File: src/rtl/xo_pkg.sv
// Shared definitions for the noughts-and-crosses CPU move picker.
// Holds board geometry, the full-board pattern and the picker FSM states.
package xo_pkg;

    localparam int unsigned NUM_CELLS = 9;
    localparam int unsigned CELL_W    = 4;
    localparam int unsigned TRY_W     = 4;
    localparam int unsigned IDX_SPAN  = 2 ** CELL_W;

    localparam logic [NUM_CELLS-1:0] BOARD_FULL = 9'h1FF;

    typedef enum logic [2:0] {
        ST_IDLE  = 3'd0,
        ST_DRAW  = 3'd1,
        ST_CHECK = 3'd2,
        ST_SCAN  = 3'd3,
        ST_DONE  = 3'd4,
        ST_FULL  = 3'd5
    } state_e;

endpackage

File: src/rtl/cpu_move_picker_if.sv
// Request/response bundle between a game controller and the CPU move picker.
//   i_Req         controller -> picker  request one move
//   i_Occupied    controller -> picker  board occupancy, bit k = cell k taken
//   i_LFSR_Data   lfsr       -> picker  current pseudo-random value
//   o_LFSR_Enable picker -> lfsr        advance the LFSR one step
//   o_Busy        picker -> controller  request in progress
//   o_Move        picker -> controller  chosen cell 0..8
//   o_Move_Valid  picker -> controller  one-cycle pulse when o_Move updates
//   o_Board_Full  picker -> controller  one-cycle pulse when no cell is free
interface cpu_move_picker_if;
    import xo_pkg::*;

    logic                 i_Req;
    logic [NUM_CELLS-1:0] i_Occupied;
    logic [CELL_W-1:0]    i_LFSR_Data;
    logic                 o_LFSR_Enable;
    logic                 o_Busy;
    logic [CELL_W-1:0]    o_Move;
    logic                 o_Move_Valid;
    logic                 o_Board_Full;

    modport master (
        output i_Req, i_Occupied, i_LFSR_Data,
        input  o_LFSR_Enable, o_Busy, o_Move, o_Move_Valid, o_Board_Full
    );

    modport slave (
        input  i_Req, i_Occupied, i_LFSR_Data,
        output o_LFSR_Enable, o_Busy, o_Move, o_Move_Valid, o_Board_Full
    );

endinterface

File: src/rtl/cpu_move_picker.sv
// CPU move picker: chooses a free cell by drawing random values from an
// upstream LFSR, falling back to an ascending linear scan after MAX_TRIES
// rejected draws. Reports a one-cycle board-full pulse if no cell is free.
// Ports:
//   i_Clk    clock, rising edge
//   i_Rst_n  asynchronous active-low reset
//   bus      cpu_move_picker_if.slave (request, board, LFSR and results)
// Every output is a flop loaded from the next-state decode, so nothing
// reaches the outputs combinationally from the inputs.
module cpu_move_picker
    import xo_pkg::*;
#(
    parameter int unsigned MAX_TRIES = 8
) (
    input  logic              i_Clk,
    input  logic              i_Rst_n,
    cpu_move_picker_if.slave  bus
);

    state_e               state, state_nxt;
    logic [NUM_CELLS-1:0] r_board, board_nxt;
    logic [TRY_W-1:0]     tries, tries_nxt;
    logic [CELL_W-1:0]    scan_idx, scan_nxt;
    logic [CELL_W-1:0]    move_q, move_nxt;
    logic                 lfsr_en_q, busy_q, valid_q, full_q;

    // Board padded with "occupied" above cell 8 so draws 9..15 always reject.
    logic [IDX_SPAN-1:0]  board_ext;
    logic                 cand_free;
    logic                 scan_free;
    logic [TRY_W-1:0]     tries_inc;

    assign board_ext = {{(IDX_SPAN - NUM_CELLS){1'b1}}, r_board};
    assign cand_free = ~board_ext[bus.i_LFSR_Data];
    assign scan_free = ~board_ext[scan_idx];
    assign tries_inc = tries + TRY_W'(1);

    // State and datapath registers.
    always_ff @(posedge i_Clk or negedge i_Rst_n) begin
        if (!i_Rst_n) begin
            state     <= ST_IDLE;
            r_board   <= '0;
            tries     <= '0;
            scan_idx  <= '0;
            move_q    <= '0;
            lfsr_en_q <= 1'b0;
            busy_q    <= 1'b0;
            valid_q   <= 1'b0;
            full_q    <= 1'b0;
        end else begin
            state     <= state_nxt;
            r_board   <= board_nxt;
            tries     <= tries_nxt;
            scan_idx  <= scan_nxt;
            move_q    <= move_nxt;
            lfsr_en_q <= (state_nxt == ST_DRAW);
            busy_q    <= (state_nxt != ST_IDLE);
            valid_q   <= (state_nxt == ST_DONE);
            full_q    <= (state_nxt == ST_FULL);
        end
    end

    // Next-state and datapath decode.
    always_comb begin
        state_nxt = state;
        board_nxt = r_board;
        tries_nxt = tries;
        scan_nxt  = scan_idx;
        move_nxt  = move_q;

        case (state)
            ST_IDLE: begin
                if (bus.i_Req) begin
                    board_nxt = bus.i_Occupied;
                    tries_nxt = '0;
                    scan_nxt  = '0;
                    // Decide on the sampled occupancy so FULL costs no extra cycle.
                    state_nxt = (bus.i_Occupied == BOARD_FULL) ? ST_FULL : ST_DRAW;
                end
            end

            ST_DRAW: begin
                state_nxt = ST_CHECK;
            end

            ST_CHECK: begin
                if (cand_free) begin
                    move_nxt  = bus.i_LFSR_Data;
                    state_nxt = ST_DONE;
                end else begin
                    tries_nxt = tries_inc;
                    if (tries_inc == TRY_W'(MAX_TRIES)) begin
                        scan_nxt  = '0;
                        state_nxt = ST_SCAN;
                    end else begin
                        state_nxt = ST_DRAW;
                    end
                end
            end

            ST_SCAN: begin
                // A non-full board always has a free cell by index 8.
                if (scan_free || (scan_idx == CELL_W'(NUM_CELLS - 1))) begin
                    move_nxt  = scan_idx;
                    state_nxt = ST_DONE;
                end else begin
                    scan_nxt = scan_idx + CELL_W'(1);
                end
            end

            ST_DONE: begin
                state_nxt = ST_IDLE;
            end

            ST_FULL: begin
                state_nxt = ST_IDLE;
            end

            default: begin
                state_nxt = ST_IDLE;
            end
        endcase
    end

    assign bus.o_LFSR_Enable = lfsr_en_q;
    assign bus.o_Busy        = busy_q;
    assign bus.o_Move        = move_q;
    assign bus.o_Move_Valid  = valid_q;
    assign bus.o_Board_Full  = full_q;

endmodule

File: src/flat_wrapper.sv
// flat-port wrapper written by rule: the top's interface ports become plain ports
module cpu_move_picker_flat import xo_pkg::*;
#(
    parameter int unsigned MAX_TRIES = 8
)
  (i_Clk, i_Rst_n, bus_i_Req, bus_i_Occupied, bus_i_LFSR_Data, bus_o_LFSR_Enable, bus_o_Busy, bus_o_Move, bus_o_Move_Valid, bus_o_Board_Full);
  cpu_move_picker_if bus_i ();
  input  logic i_Clk;
  input  logic i_Rst_n;
  input wire logic [$bits(bus_i.i_Req)-1:0] bus_i_Req;
  input wire logic [$bits(bus_i.i_Occupied)-1:0] bus_i_Occupied;
  input wire logic [$bits(bus_i.i_LFSR_Data)-1:0] bus_i_LFSR_Data;
  output wire logic [$bits(bus_i.o_LFSR_Enable)-1:0] bus_o_LFSR_Enable;
  output wire logic [$bits(bus_i.o_Busy)-1:0] bus_o_Busy;
  output wire logic [$bits(bus_i.o_Move)-1:0] bus_o_Move;
  output wire logic [$bits(bus_i.o_Move_Valid)-1:0] bus_o_Move_Valid;
  output wire logic [$bits(bus_i.o_Board_Full)-1:0] bus_o_Board_Full;
  assign bus_i.i_Req = bus_i_Req;
  assign bus_i.i_Occupied = bus_i_Occupied;
  assign bus_i.i_LFSR_Data = bus_i_LFSR_Data;
  assign bus_o_LFSR_Enable = bus_i.o_LFSR_Enable;
  assign bus_o_Busy = bus_i.o_Busy;
  assign bus_o_Move = bus_i.o_Move;
  assign bus_o_Move_Valid = bus_i.o_Move_Valid;
  assign bus_o_Board_Full = bus_i.o_Board_Full;
  cpu_move_picker #(.MAX_TRIES(MAX_TRIES)) u_core (.i_Clk(i_Clk), .i_Rst_n(i_Rst_n), .bus(bus_i));
endmodule
File: config.mk
export PLATFORM = sky130hd
export DESIGN_NAME = cpu_move_picker_flat
export DESIGN_NICKNAME = d
export VERILOG_FILES = /design/src/rtl/xo_pkg.sv /design/src/rtl/cpu_move_picker_if.sv /design/src/rtl/cpu_move_picker.sv /design/src/flat_wrapper.sv
export SDC_FILE = /design/constraint.sdc
export NUM_CORES = 1
export LEC_CHECK = 0
export ABC_AREA = 1
export CAP_MARGIN = 20
export CORE_MARGIN = 4
export CORE_UTILIZATION = 25
export CTS_BUF_LIST = sky130_fd_sc_hd__clkbuf_16
export DETAILED_ROUTE_END_ITERATION = 8
export GPL_TIMING_DRIVEN = 0
export PLACE_DENSITY_LB_ADDON = 0.12
export RECOVER_POWER = 25
export SLEW_MARGIN = 20
export SYNTH_ARGS = -nofsm -noshare
export SYNTH_HDL_FRONTEND = slang
export SYNTH_SLANG_ARGS = --single-unit
File: constraint.sdc
create_clock -name i_Clk -period 1.4 [get_ports i_Clk]
set_input_delay 0.35 -clock i_Clk [delete_from_list [all_inputs] [get_ports i_Clk]]
set_output_delay 0.35 -clock i_Clk [all_outputs]
set_load 0.01 [all_outputs]
==> out/qor.csv <==
stage,metric,value,unit
die,die width,87.3,µm
detailed_routing,WL/cell,12.3,µm
power,peak supply drop,0.000672,V
detailed_routing,Vias,1374,
status,failing checks,setup timing,
critical_path,WS Path Type,reg2reg,
power,Net Sw Frac,40.6,%
logic_synthesis,"Avg Cell Area, Syn",8.07,µm²
detailed_routing,antenna-violating nets left,0,
critical_path,Required @ worst endpoint,1560,ps
logic_synthesis,Area contributors post-synth,"dfrtp_1 (45%), nand2_1 (13%), nand3_1 (7.0%), o21ai_0 (4.5%), inv_1 (4.1%)",
critical_path,Critical Path Fanout Max,5,
placed_design,routability cong.,0.728,
logic_synthesis,fraction of registers with async set/reset,100,%
grt,total track usage,10.6,%
power,Clock power frac,17.0,%
sta,min cycle time layout,1600,ps
sta,hold slack,121,ps
cts,CTS tree,done,
logic_synthesis,Syn Std Cell Area,1570,µm²
placed_design,input/output buffers,23,
detailed_routing,drt total wl,3820,µm
logic_synthesis,"Seq/Total Area, Yosys",44.6,%
placed_design,dpl cells,293,
logic_synthesis,post-synth top area share,44.6,%
logic_synthesis,Seq cells post-synth,28,
die,core area,6030,µm²
cts,Num CTS Buffers,3,
grt,first-pass GRT wire length,6240,µm
die,Die Ht,87.3,µm
power,Internal,2.37,mW
power,Sw Pwr,1.62,mW
detailed_routing,detailed router's first-iteration violation count,71,
grt,met1 Use GR,15.1,%
sta,relative slew slack,52.6,%
grt,met3 usage,1.80,%
detailed_routing,vias per cell,4.43,
grt,largest net degree at the start of global routing,29,
sta,"Hold Vio Cnt, Final",0,
critical_path,largest stage delay on the critical path,410,ps
layout,ANT cells,0,
power,Comb pwr share,50.5,%
logic_synthesis,post-synth cell types,31,
die,die area,7620,µm²
sta,Final Max Slew Viols,0,
placed_design,hpwl dp,2730,µm
detailed_routing,DRC,0,
layout,"commonest cells after routing, fill and taps aside","nand2_1 (50), dfrtp_1 (27), nand3_1 (16), o21ai_0 (14), inv_2 (13)",
layout,Syn-to-layout area delta,40.4,%
logic_synthesis,"EDFF count, synth",0,
logic_synthesis,syn nets,214,
cts,clock root buffer master,clkbuf_16,
power,power per cell area,1800,nW/µm²
status,status,"complete, but fails checks",
critical_path,Worst Path Arrival,1760,ps
grt,vias in the first global route,1324,
layout,share of cells above drive strength 1,29.4,%
cts,clock slew seen by the registers of the worst setup and hold paths,70,ps
critical_path,cell family with most CP delay,buffers and inverters,
layout,non-filler instance count after layout,310,
critical_path,CP max stage cell,dfrtp_1,
min_path,worst min-delay path category,in2async,
die,row count,28,
logic_synthesis,dominant synthesized flop cell,dfrtp_1,
sta,final critical-path setup slack,-195,ps
sta,Clock Skew,2.46,ps
layout,Final #Nets,255,
critical_path,cells along the critical path,"buf_6, inv_6, ha_4, nand3b_1, nand2_1, inv_1, nand2_2, nand2_2, nand2_4, buf_12, buf_6, nand3_2, nand2_1",
die,Initial Util,26.1,%
sta,Peak Freq,0.627,GHz
critical_path,crit path buf inv count,5,
sta,final period utilization,114,%
cts,CTS Sinks,28,
cts,Hold Buf Count CTS,0,
detailed_routing,DRT Pass-1 Iters,4,
grt,initial antenna violation count,0,
cts,# H-tree levels,1,
run,maxcap violations,0,
sta,worst slew pin tran,711,ps
grt,GR Overflow Total,0,
cts,clk buf depth,2,
die,I/O pin cnt,24,
grt,met2 usage,15.5,%
grt,GRT Max-Usage Layer,met2,
logic_synthesis,Yosys warnings,0,
critical_path,CP startpoint kind,register,
critical_path,CP Capture Type,register,
layout,"most common cell after layout, fill and taps aside",nand2_1,
power,Static Leak,1.08,nW
sta,Final setup viols,13,
cts,"Clk Latency, worst-skew pair",270,ps
sta,RSZ-0062 raised after global routing,true,
power,sequential power share,32.6,%
logic_synthesis,post-synthesis cell count,195,
logic_synthesis,top cell type by total area after synthesis,dfrtp_1,
==> sequential cells by signal, summed over array words and instances, names as in the netlist <==
register and count:
u_core.bus.o_Board_Full 1, u_core.bus.o_Busy 1, u_core.bus.o_LFSR_Enable 1, u_core.bus.o_Move 4, u_core.bus.o_Move_Valid 1, u_core.r_board 9, u_core.scan_idx 4, u_core.state 3
u_core.tries 4
==> per-stage QoR <==
stage | worst slack, ps | power, mW | utilization (%) | area [µm²] | setup TNS [ps]
6_report | -195 | 3.98 | 36.6 | 2210 | -1960
5_1_grt | -323 | 4.31 | 36.6 | 2210 | -3680
4_1_cts | -218 | 3.70 | 33.5 | 2020 | -2170
3_5_place_dp | -587 | 2.98 | 31.7 | 1910 | -12430
3_3_place_gp | -607 | 2.98 | 31.7 | 1910 | -29750
2_1_floorplan | -69.3 | 2.45 | - | 1590 | -346
==> synth_stat cells (2+ instances only) <==
cell / n
nand2_1: 54
inv_1: 17
nand2_2: 5
inv_2: 8
ha_1: 3
o21ai_0: 14
o21ai_1: 7
xor2_1: 2
nor2_1: 7
inv_4: 2
nand2_4: 2
nor3_1: 2
nand4_1: 4
dfrtp_1: 28
nand3_2: 3
nand3_1: 22
==> per-layer routing <==
layer	vias up	share of wire, %
met3	5	3.5
met2	25	44
met1	629	50
met4	0	1.7
li1	715	-
met5	-	0
==> final timing paths <==
kind                       cells past startpoint              endpoint  slack, ps            startpoint
setup / recovery                              13  u_core.bus.o_Move[1]       -200    u_core.scan_idx[0]
min in group i_Clk                             2  u_core.bus.o_Move[2]        510  u_core.bus.o_Move[2]
setup reg to reg                              13  u_core.bus.o_Move[1]       -200    u_core.scan_idx[0]
hold / removal                                 1     u_core.r_board[4]        120               i_Rst_n
max in group asynchronous                      1    u_core.scan_idx[1]        780               i_Rst_n
hold reg to reg                                2  u_core.bus.o_Move[2]        510  u_core.bus.o_Move[2]
==> power by group through the flow <==
stage	Sequential [mW]	Combinational (mW)	Clock, mW
after global placement	1.30	1.68	0
after CTS	1.28	1.72	0.699
after detailed placement	1.30	1.68	0
final	1.30	2.01	0.675
after floorplan	1.32	1.13	0
after global routing	1.34	2.25	0.722
==> cell type report <==
type,count,area (µm²)
Buffer,3,21.3
Clock inverter,1,3.75
Multi-Input combinational cell,136,847
Tap cell,75,93.8
Sequential cell,28,702
Fill cell,646,3820
Timing Repair Buffer,36,353
Inverter,28,113
Clock buffer,3,75.1
==> repair_timing <==
action	CTS	global route
setup buffers	3	9
setup endpoints to repair	35	27
gates cloned	1	0
pin swaps	6	13
resized for setup	17	28
==> cells by family (layout without fill, tap and decap cells) <==
family,count (synthesis),count (layout),synth area share [%]
AND/OR/NAND/NOR,107,107,36.0
XOR/XNOR,2,2,1.11
AO/OA/AOI/OAI,24,24,7.96
adder cells (fa/ha/maj),3,3,2.39
flip-flops,28,28,44.6
buffers and inverters,31,71,8.03
No activity file was read; power rests on OpenSTA's default activity.
